<file path="config.mk">
export PLATFORM = sky130hd
export DESIGN_NAME = sine_analyzer
export DESIGN_NICKNAME = d
export VERILOG_FILES = /design/src/rtl/sine_pkg.sv /design/src/rtl/sine_minmax.sv /design/src/rtl/sine_analyzer.sv
export SDC_FILE = /design/constraint.sdc
export NUM_CORES = 1
export LEC_CHECK = 0
export CAP_MARGIN = 20
export CORE_MARGIN = 2
export CORE_UTILIZATION = 25
export CTS_CLUSTER_SIZE = 12
export DETAILED_ROUTE_END_ITERATION = 10
export SLEW_MARGIN = 20
export SYNTH_ARGS = -nofsm -noshare
export SYNTH_HDL_FRONTEND = slang
export SYNTH_HIERARCHICAL = 1
export SYNTH_SLANG_ARGS = --single-unit
</file>
<file path="constraint.sdc">
create_clock -name clk -period 3.75 [get_ports clk]
set_input_delay 0.5625 -clock clk [delete_from_list [all_inputs] [get_ports clk]]
set_output_delay 0.5625 -clock clk [all_outputs]
set_load 0.03 [all_outputs]
</file>
<file path="src/rtl/sine_pkg.sv">
// Shared definitions for the sine generator / analyzer pair.
// State encodings, default thresholds and sample width.
package sine_pkg;

  localparam int SAMPLE_W = 8;

  localparam logic [SAMPLE_W-1:0] MID_DEF  = 8'h7F;
  localparam logic [SAMPLE_W-1:0] HYST_DEF = 8'h08;

  typedef enum logic [2:0] {
    S_INIT,
    S_HIGH0,
    S_LOW0,
    S_HIGH,
    S_LOW
  } state_t;

endpackage

</file>
<file path="src/rtl/sine_minmax.sv">
// Running max/min tracker with synchronous restart.
// Restart seeds both extremes with the current sample.
module sine_minmax
  import sine_pkg::*;
(
  input  logic                clk,
  input  logic                rst,
  input  logic                restart,
  input  logic                update,
  input  logic [SAMPLE_W-1:0] din,
  output logic [SAMPLE_W-1:0] vmax,
  output logic [SAMPLE_W-1:0] vmin
);

  always_ff @(posedge clk or posedge rst) begin
    if (rst) begin
      vmax <= '0;
      vmin <= '0;
    end else if (restart) begin
      vmax <= din;
      vmin <= din;
    end else if (update) begin
      if (din > vmax) vmax <= din;
      if (din < vmin) vmin <= din;
    end
  end

endmodule

</file>
<file path="src/rtl/sine_analyzer.sv">
// Per-cycle waveform measurement: period, peak, trough, amplitude.
// Rising crossings are detected with hysteresis around MID.
module sine_analyzer
  import sine_pkg::*;
#(
  parameter logic [7:0] MID      = MID_DEF,
  parameter logic [7:0] HYST     = HYST_DEF,
  parameter int         PERIOD_W = 16
)(
  input  logic                clk,
  input  logic                rst,
  input  logic [7:0]          din,
  input  logic                din_valid,
  output logic [PERIOD_W-1:0] period,
  output logic [7:0]          vmax,
  output logic [7:0]          vmin,
  output logic [7:0]          amplitude,
  output logic                res_valid,
  input  logic                res_ready,
  output logic                overrun,
  output logic                no_signal
);

  localparam logic [7:0] TH_HI = MID + HYST;
  localparam logic [7:0] TH_LO = MID - HYST;
  localparam logic [PERIOD_W-1:0] CNT_MAX = '1;

  state_t state, state_nx;
  logic [PERIOD_W-1:0] cnt;
  logic [7:0] run_max, run_min;
  logic hi, lo, meas, start, emit, tout, accept;

  assign hi     = din >= TH_HI;
  assign lo     = din <= TH_LO;
  assign accept = res_valid & res_ready;

  always_ff @(posedge clk or posedge rst) begin
    if (rst) state <= S_INIT;
    else     state <= state_nx;
  end

  always_comb begin
    state_nx = state;
    if (din_valid) begin
      unique case (state)
        S_INIT:
          if (lo)      state_nx = S_LOW0;
          else if (hi) state_nx = S_HIGH0;
        S_HIGH0: if (lo) state_nx = S_LOW0;
        S_LOW0:  if (hi) state_nx = S_HIGH;
        S_HIGH:
          if (tout)    state_nx = S_INIT;
          else if (lo) state_nx = S_LOW;
        S_LOW:
          if (emit)      state_nx = S_HIGH;
          else if (tout) state_nx = S_INIT;
        default: state_nx = S_INIT;
      endcase
    end
  end

  always_comb begin
    meas  = 1'b0;
    start = 1'b0;
    emit  = 1'b0;
    unique case (1'b1)
      (state == S_LOW0): start = din_valid & hi;
      (state == S_LOW): begin
        meas = 1'b1;
        emit = din_valid & hi;
      end
      (state == S_HIGH): meas = 1'b1;
      default: ;
    endcase
    // A crossing on the saturating sample still yields a result
    tout = meas & din_valid & ~emit & (cnt == CNT_MAX);
  end

  always_ff @(posedge clk or posedge rst) begin
    if (rst) begin
      cnt <= '0;
    end else if (start | emit) begin
      cnt <= {{(PERIOD_W-1){1'b0}}, 1'b1};
    end else if (tout) begin
      cnt <= '0;
    end else if (meas & din_valid & (cnt != CNT_MAX)) begin
      cnt <= cnt + 1'b1;
    end
  end

  sine_minmax u_minmax (
    .clk     (clk),
    .rst     (rst),
    .restart (start | emit),
    .update  (meas & din_valid),
    .din     (din),
    .vmax    (run_max),
    .vmin    (run_min)
  );

  always_ff @(posedge clk or posedge rst) begin
    if (rst) begin
      period    <= '0;
      vmax      <= '0;
      vmin      <= '0;
      amplitude <= '0;
      res_valid <= 1'b0;
      overrun   <= 1'b0;
      no_signal <= 1'b0;
    end else begin
      if (emit) begin
        period    <= cnt;
        vmax      <= run_max;
        vmin      <= run_min;
        amplitude <= run_max - run_min;
        res_valid <= 1'b1;
        no_signal <= 1'b0;
        if (res_valid & ~res_ready) overrun <= 1'b1;
      end else if (accept) begin
        res_valid <= 1'b0;
        overrun   <= 1'b0;
      end
      if (tout) no_signal <= 1'b1;
    end
  end

endmodule
</file>
== Word-level counts from Yosys, hierarchy flattened ==
Cells that the tools add are included.
W data, S select, Z words.

* Flip-flop bits (word level): 78
* Input port bits: 12
* Output and inout bits: 43
* Logic and storage cells: 78

* Bitwise gates (word level): 10
* Eq/ne operators: 12
* $lt $le $gt $ge: 4
* Multiplexer cells: 27
* Reductions and logical operators: 12
* Add/sub/neg operators: 2

{| class="wikitable"
|+ Operator list
! operator !! count
|-
| $mux W16 || 3
|-
| $mux W8 || 6
|-
| $mux W3 || 8
|-
| $add A16 B1 Y16 const B || 1
|-
| $eq A16 B16 Y1 const B || 1
|-
| $ne A16 B16 Y1 const B || 1
|-
| $pmux W3 S5 || 1
|-
| $reduce_bool A2 Y1 || 5
|-
| $mux W1 || 9
|-
| $ne A3 B3 Y1 const B || 3
|-
| $ge A8 B8 Y1 const B || 1
|-
| $gt A8 B8 Y1 || 1
|-
| $le A8 B7 Y1 const B || 1
|-
| $lt A8 B8 Y1 || 1
|-
| $sub A8 B8 Y8 || 1
|-
| $and A1 B1 Y1 || 7
|-
| $eq A3 B2 Y1 const B || 2
|-
| $reduce_and A2 Y1 || 3
|-
| $reduce_and A6 Y1 || 1
|-
| $ne A2 B2 Y1 const B || 2
|-
| $eq A3 B1 Y1 const B || 1
|-
| $eq A3 B3 Y1 const B || 1
|-
| $logic_not A3 Y1 || 1
|-
| $reduce_bool A3 Y1 || 1
|-
| other kinds (4) || 5
|}

== Logic depth before layout (Yosys ltp) ==
* Depth in word-level cells: 9
* Gate-level depth with buffers: 10
* Mapped depth without buffers: 8

== Cells and area by module ==
The synthesis kept the hierarchy.

{| class="wikitable"
|+ By module, submodules not included
! module !! seq. area each (um^2) !! cells each !! area each (um^2) !! times used
|-
| sine_analyzer || 1551.5 || 330 || 3128.0 || 1
|-
| sine_minmax || 400.4 || 124 || 1182.4 || 1
|}

== Worst setup path after synthesis ==
No wires, ideal clock.

* Path type: input to register
* Start point: input port din[1]
* End point: register u_minmax.vmin[0]
* Arrival time: 2574 ps
* Buffers on the path: 2
* Path slack: 1051 ps
* Cell stages on the path: 9
* Data required time: 3625 ps
* Setup time: 125 ps
* Cells stage by stage: nand3_1 > a211oi_4 > buf_6 > clkbuf_1 > and4b_1 > nand2_1 > nor3_2 > a211oi_4 > mux2_2

* Word-level cells in the longest chain between the ends: 6
* Elaborated cells on any way between the ends: 10
* Those cells by class: order compare (2); mux (3); bitwise (2); reduce/logical (3)

{| class="wikitable"
|+ RTL lines
! item !! RTL line !! text
|-
| start, declared || sine_analyzer.sv:12 || <nowiki>input logic [7:0] din,</nowiki>
|-
| $ge A8 B8 Y1 || sine_analyzer.sv:33 || <nowiki>assign hi = din >= TH_HI;</nowiki>
|-
| $and A1 B1 Y1 || sine_analyzer.sv:67, sine_analyzer.sv:70 ||
|-
| $mux W1 || sine_analyzer.sv:66 || <nowiki>unique case (1'b1)</nowiki>
|-
| $or A1 B1 Y1 || sine_analyzer.sv:94 || <nowiki>.restart (start | emit),</nowiki>
|-
| $reduce_bool A2 Y1 (no source line) || -- ||
|-
| $reduce_and A2 Y1 (no source line) || -- ||
|-
| end signal, assigned || sine_minmax.sv:21 || <nowiki>vmin <= din;</nowiki>
|-
| end signal, assigned || sine_minmax.sv:24 || <nowiki>if (din < vmin) vmin <= din;</nowiki>
|-
| end, declared || sine_minmax.sv:12 || <nowiki>output logic [SAMPLE_W-1:0] vmin</nowiki>
|}

Several ways; a longest one is shown, not always the timed one.
A chain may end at the register's enable or synchronous reset.

== Worst setup path after layout ==
* Start point: input port din[2]
* End point: register u_minmax.vmin[7]

The elaborated chain is that of the path after synthesis.

==> qor.yml <==
run_status:
  status: "finished clean"
pwr:
  p_clk_share_pct: 24.4
  leakagePower_nw: 2.450
  combinationalPowerShare_pct: 42.3
  p_seq_share_pct: 33.3
  p_per_area_nw_per_um2: 695.0
  ir_drop_mv: 0.2824
  p_int_mw: 2.329
  swShare_pct: 37.99
  switchingPower_mw: 1.427
  power.total_mw: 3.756
global_routing:
  grt_overflow: 0
  grtUsageTotal_pct: 11.77
  grt_start_max_net_pins: 42
  grt_pass1_wl_um: 17080
  antenna_found_initial: 0
  grt_pass1_vias: 3328
placement:
  gp_congestion: 0.8405
  port_buffers: 54
  dpl.hpwl_um: 7758
yosys:
  synth-edff-count: 0
  async_flop_share_pct: 100.0
  synth_area_um2: 4310
  synth_area_leader_cell: "dfrtp_1"
  avgSynthCellArea_um2: 9.494
  ys_seq_area_share_pct: 45.28
  synth_common_cells: "102 x nand2_1, 78 x dfrtp_1, 28 x inv_1, 28 x nor2_1"
  synthTopCellsByArea: "dfrtp_1 45%, nand2_1 8.9%, ha_1 6.7%"
  synthFlopType: "dfrtp_1"
  syn_inst: 454
  synth_most_common_cell: "nand2_1"
  ys_types: 56
  syn_nets: 490
  yosys_warnings: 6
  netlist.area_leader.share_pct: 45.28
  ys_ff_latch: 78
die:
  num_io_pins: 55
  die-width_um: 135.3
  die_h_um: 135.3
  row_count: 48
  dieArea_um2: 18310
  core_um2: 17060
  start_util_pct: 25.27
critical_path:
  rr_worst_depth: 6
  crit_path_end: "u_minmax/vmin[7]"
  cp-end-kind: "register"
  startpoint: "din[2]"
  required_ps: 3970
  crit_type: "in -> reg"
  r2r_end: "u_minmax/vmin[7]"
  reg2reg_from: "state[1]"
  r2r_setup_slack_ps: 1350
  cp_slowest_cell: "clkdlybuf4s50_1"
  crit_fanout: 41
  crit_top_cell: "a211oi_4"
  timing.critical_path.buf_inv: 2
  crit_chain: "clkdlybuf4s50_1, nand3_1, a211oi_4, buf_4, a31oi_1, a211oi_4, mux2_2"
  max_stage_delay_ps: 610
  critical_path_depth: 7
  crit_family: "buffers and inverters"
  worstPathArrival_ps: 3030
  setup.worst_path.start_class: "input pin"
cts:
  clock_sinks: 78
  h-tree-depth: 3
  numCtsBuffers: 9
  cts_resized: 0
  tritoncts: "done"
  clk_latency_ps: 340
  clockBufferDepth: 2
  cts_root_buffer: "clkbuf_16"
  postCtsHoldBufs: 0
  cts_setup_buffers: 0
  clk_pin_slew_ps: 60
timing:
  slew_headroom_pct: 50.78
  final.min_clock_period_ps: 2816
  worst_slew_pin_slew_ps: 738.3
  setup_viol: 0
  setup_tns_ps: 0
  fmax_mhz: 355.2
  grt_setup_unrepaired: "false"
  finalCritPeriodShare_pct: 75.08
  slew_viol_final: 0
  hold_violations: 0
  finClkSkew_ps: 5.185
hold_path:
  hold_path.class: "reg -> reg"
routing:
  viasPerCell: 4.717
  post_drt_wl_per_cell_um: 14.20
  drt-initial-drc-count: 256
  postRouteAntennaNets: 0
  drc_errors: 0
  routed_wl_um: 10450
  dr.pass1.iters: 8
  vias: 3472
job:
  drv_cap: 0
final_layout:
  diodes: 0
  layout.nets: 544
  final_core_util_pct: 31.68
  final_layout_size_suffix_gt1_share_pct: 8.806
  area_delta_synth_final_pct: 25.37
## final cells by class
class                      count  area [um2]
tap                          225       281.5
timing repair buffer          60       585.6
fill                        1759       11650
clock buffer                  10       239.0
multi-input combinational    330        2165
inverter                      29       108.9
clock inverter                 4       72.57
sequential                    78        1952
## flip-flops by register name (all words and copies together), names as in the netlist, 3 cells and up
name           count
vmax               8
amplitude          8
period            16
u_minmax/vmin      8
u_minmax/vmax      8
state              3
cnt               16
vmin               8
## cells in the final DEF (no fill, tap or decap), types with 7 or more instances in the layout
master	Yosys	routed
nor2_1	28	28
inv_1	28	27
o2111ai_1	7	7
a21oi_1	7	7
nor3_1	10	10
mux2_2	9	9
o21ai_0	23	23
dfrtp_1	78	78
o21ai_1	8	8
clkbuf_16	0	9
a222oi_1	8	8
clkdlybuf4s50_1	0	54
xor2_1	15	15
ha_1	23	23
nand3_1	7	7
nand2_1	102	102
o211ai_1	12	12
## worst reg2reg max path, stage by stage (launching register included)
cell and delay (ps):
dfrtp_1 480, nor3b_4 360, o21ai_4 160, inv_2 290, a31oi_1 180, a211oi_4 420, mux2_2 390
## per-stage QoR
stage	setup WS, ps	hold WS (ps)	cell area (um2)	instances
after global placement	635.8	459.0	5092	722
after detailed placement	591.9	469.0	5092	722
after floorplan	1051	467.4	4310	454
after global routing	829.3	502.4	5404	736
final	934.4	475.4	5404	736
after CTS	946.5	482.0	5404	736
## routing by layer
layer  share of wire [%]  track usage (%)  wire, um
met5                   0                0         0
met4                 2.9            5.556       300
met3                 4.3            2.507       446
met2                  46            18.22      4769
met1                  47            15.72      4931
## how the worst min path moves through the flow
stage,start,end,slack (ps),cells past startpoint
4_1_cts,vmin[1],vmin[1],480,2
3_3_place_gp,vmax[2],vmax[2],460,2
5_1_grt,period[4],period[4],500,2
2_1_floorplan,u_minmax/vmax[2],vmax[2],470,2
3_5_place_dp,period[6],period[6],470,2
6_report,vmin[1],vmin[1],480,2
## power by group through the flow
| stage | Clock (mW) | Combinational [mW] | Sequential [mW] |
|---|---|---|---|
| floorplan | 0 | 0.912 | 1.44 |
| global placement | 0 | 1.55 | 1.26 |
| finish | 0.918 | 1.59 | 1.25 |
| detailed placement | 0 | 1.59 | 1.27 |
| CTS | 0.938 | 1.60 | 1.25 |
| global route | 0.977 | 1.75 | 1.28 |
## cells by family (layout without fill, tap and decap cells)
group                    count (synthesis)  count (layout)  synth area share [%]
AO/OA/AOI/OAI                           92              92                 16.29
XOR/XNOR                                21              21                 4.267
adder cells (fa/ha/maj)                 24              24                 7.141
buffers and inverters                   46             103                 4.702
flip-flops                              78              78                 45.28
multiplexers                            10              10                 2.584
AND/OR/NAND/NOR                        183             183                 19.74
No activity file was read; power rests on OpenSTA's default activity.
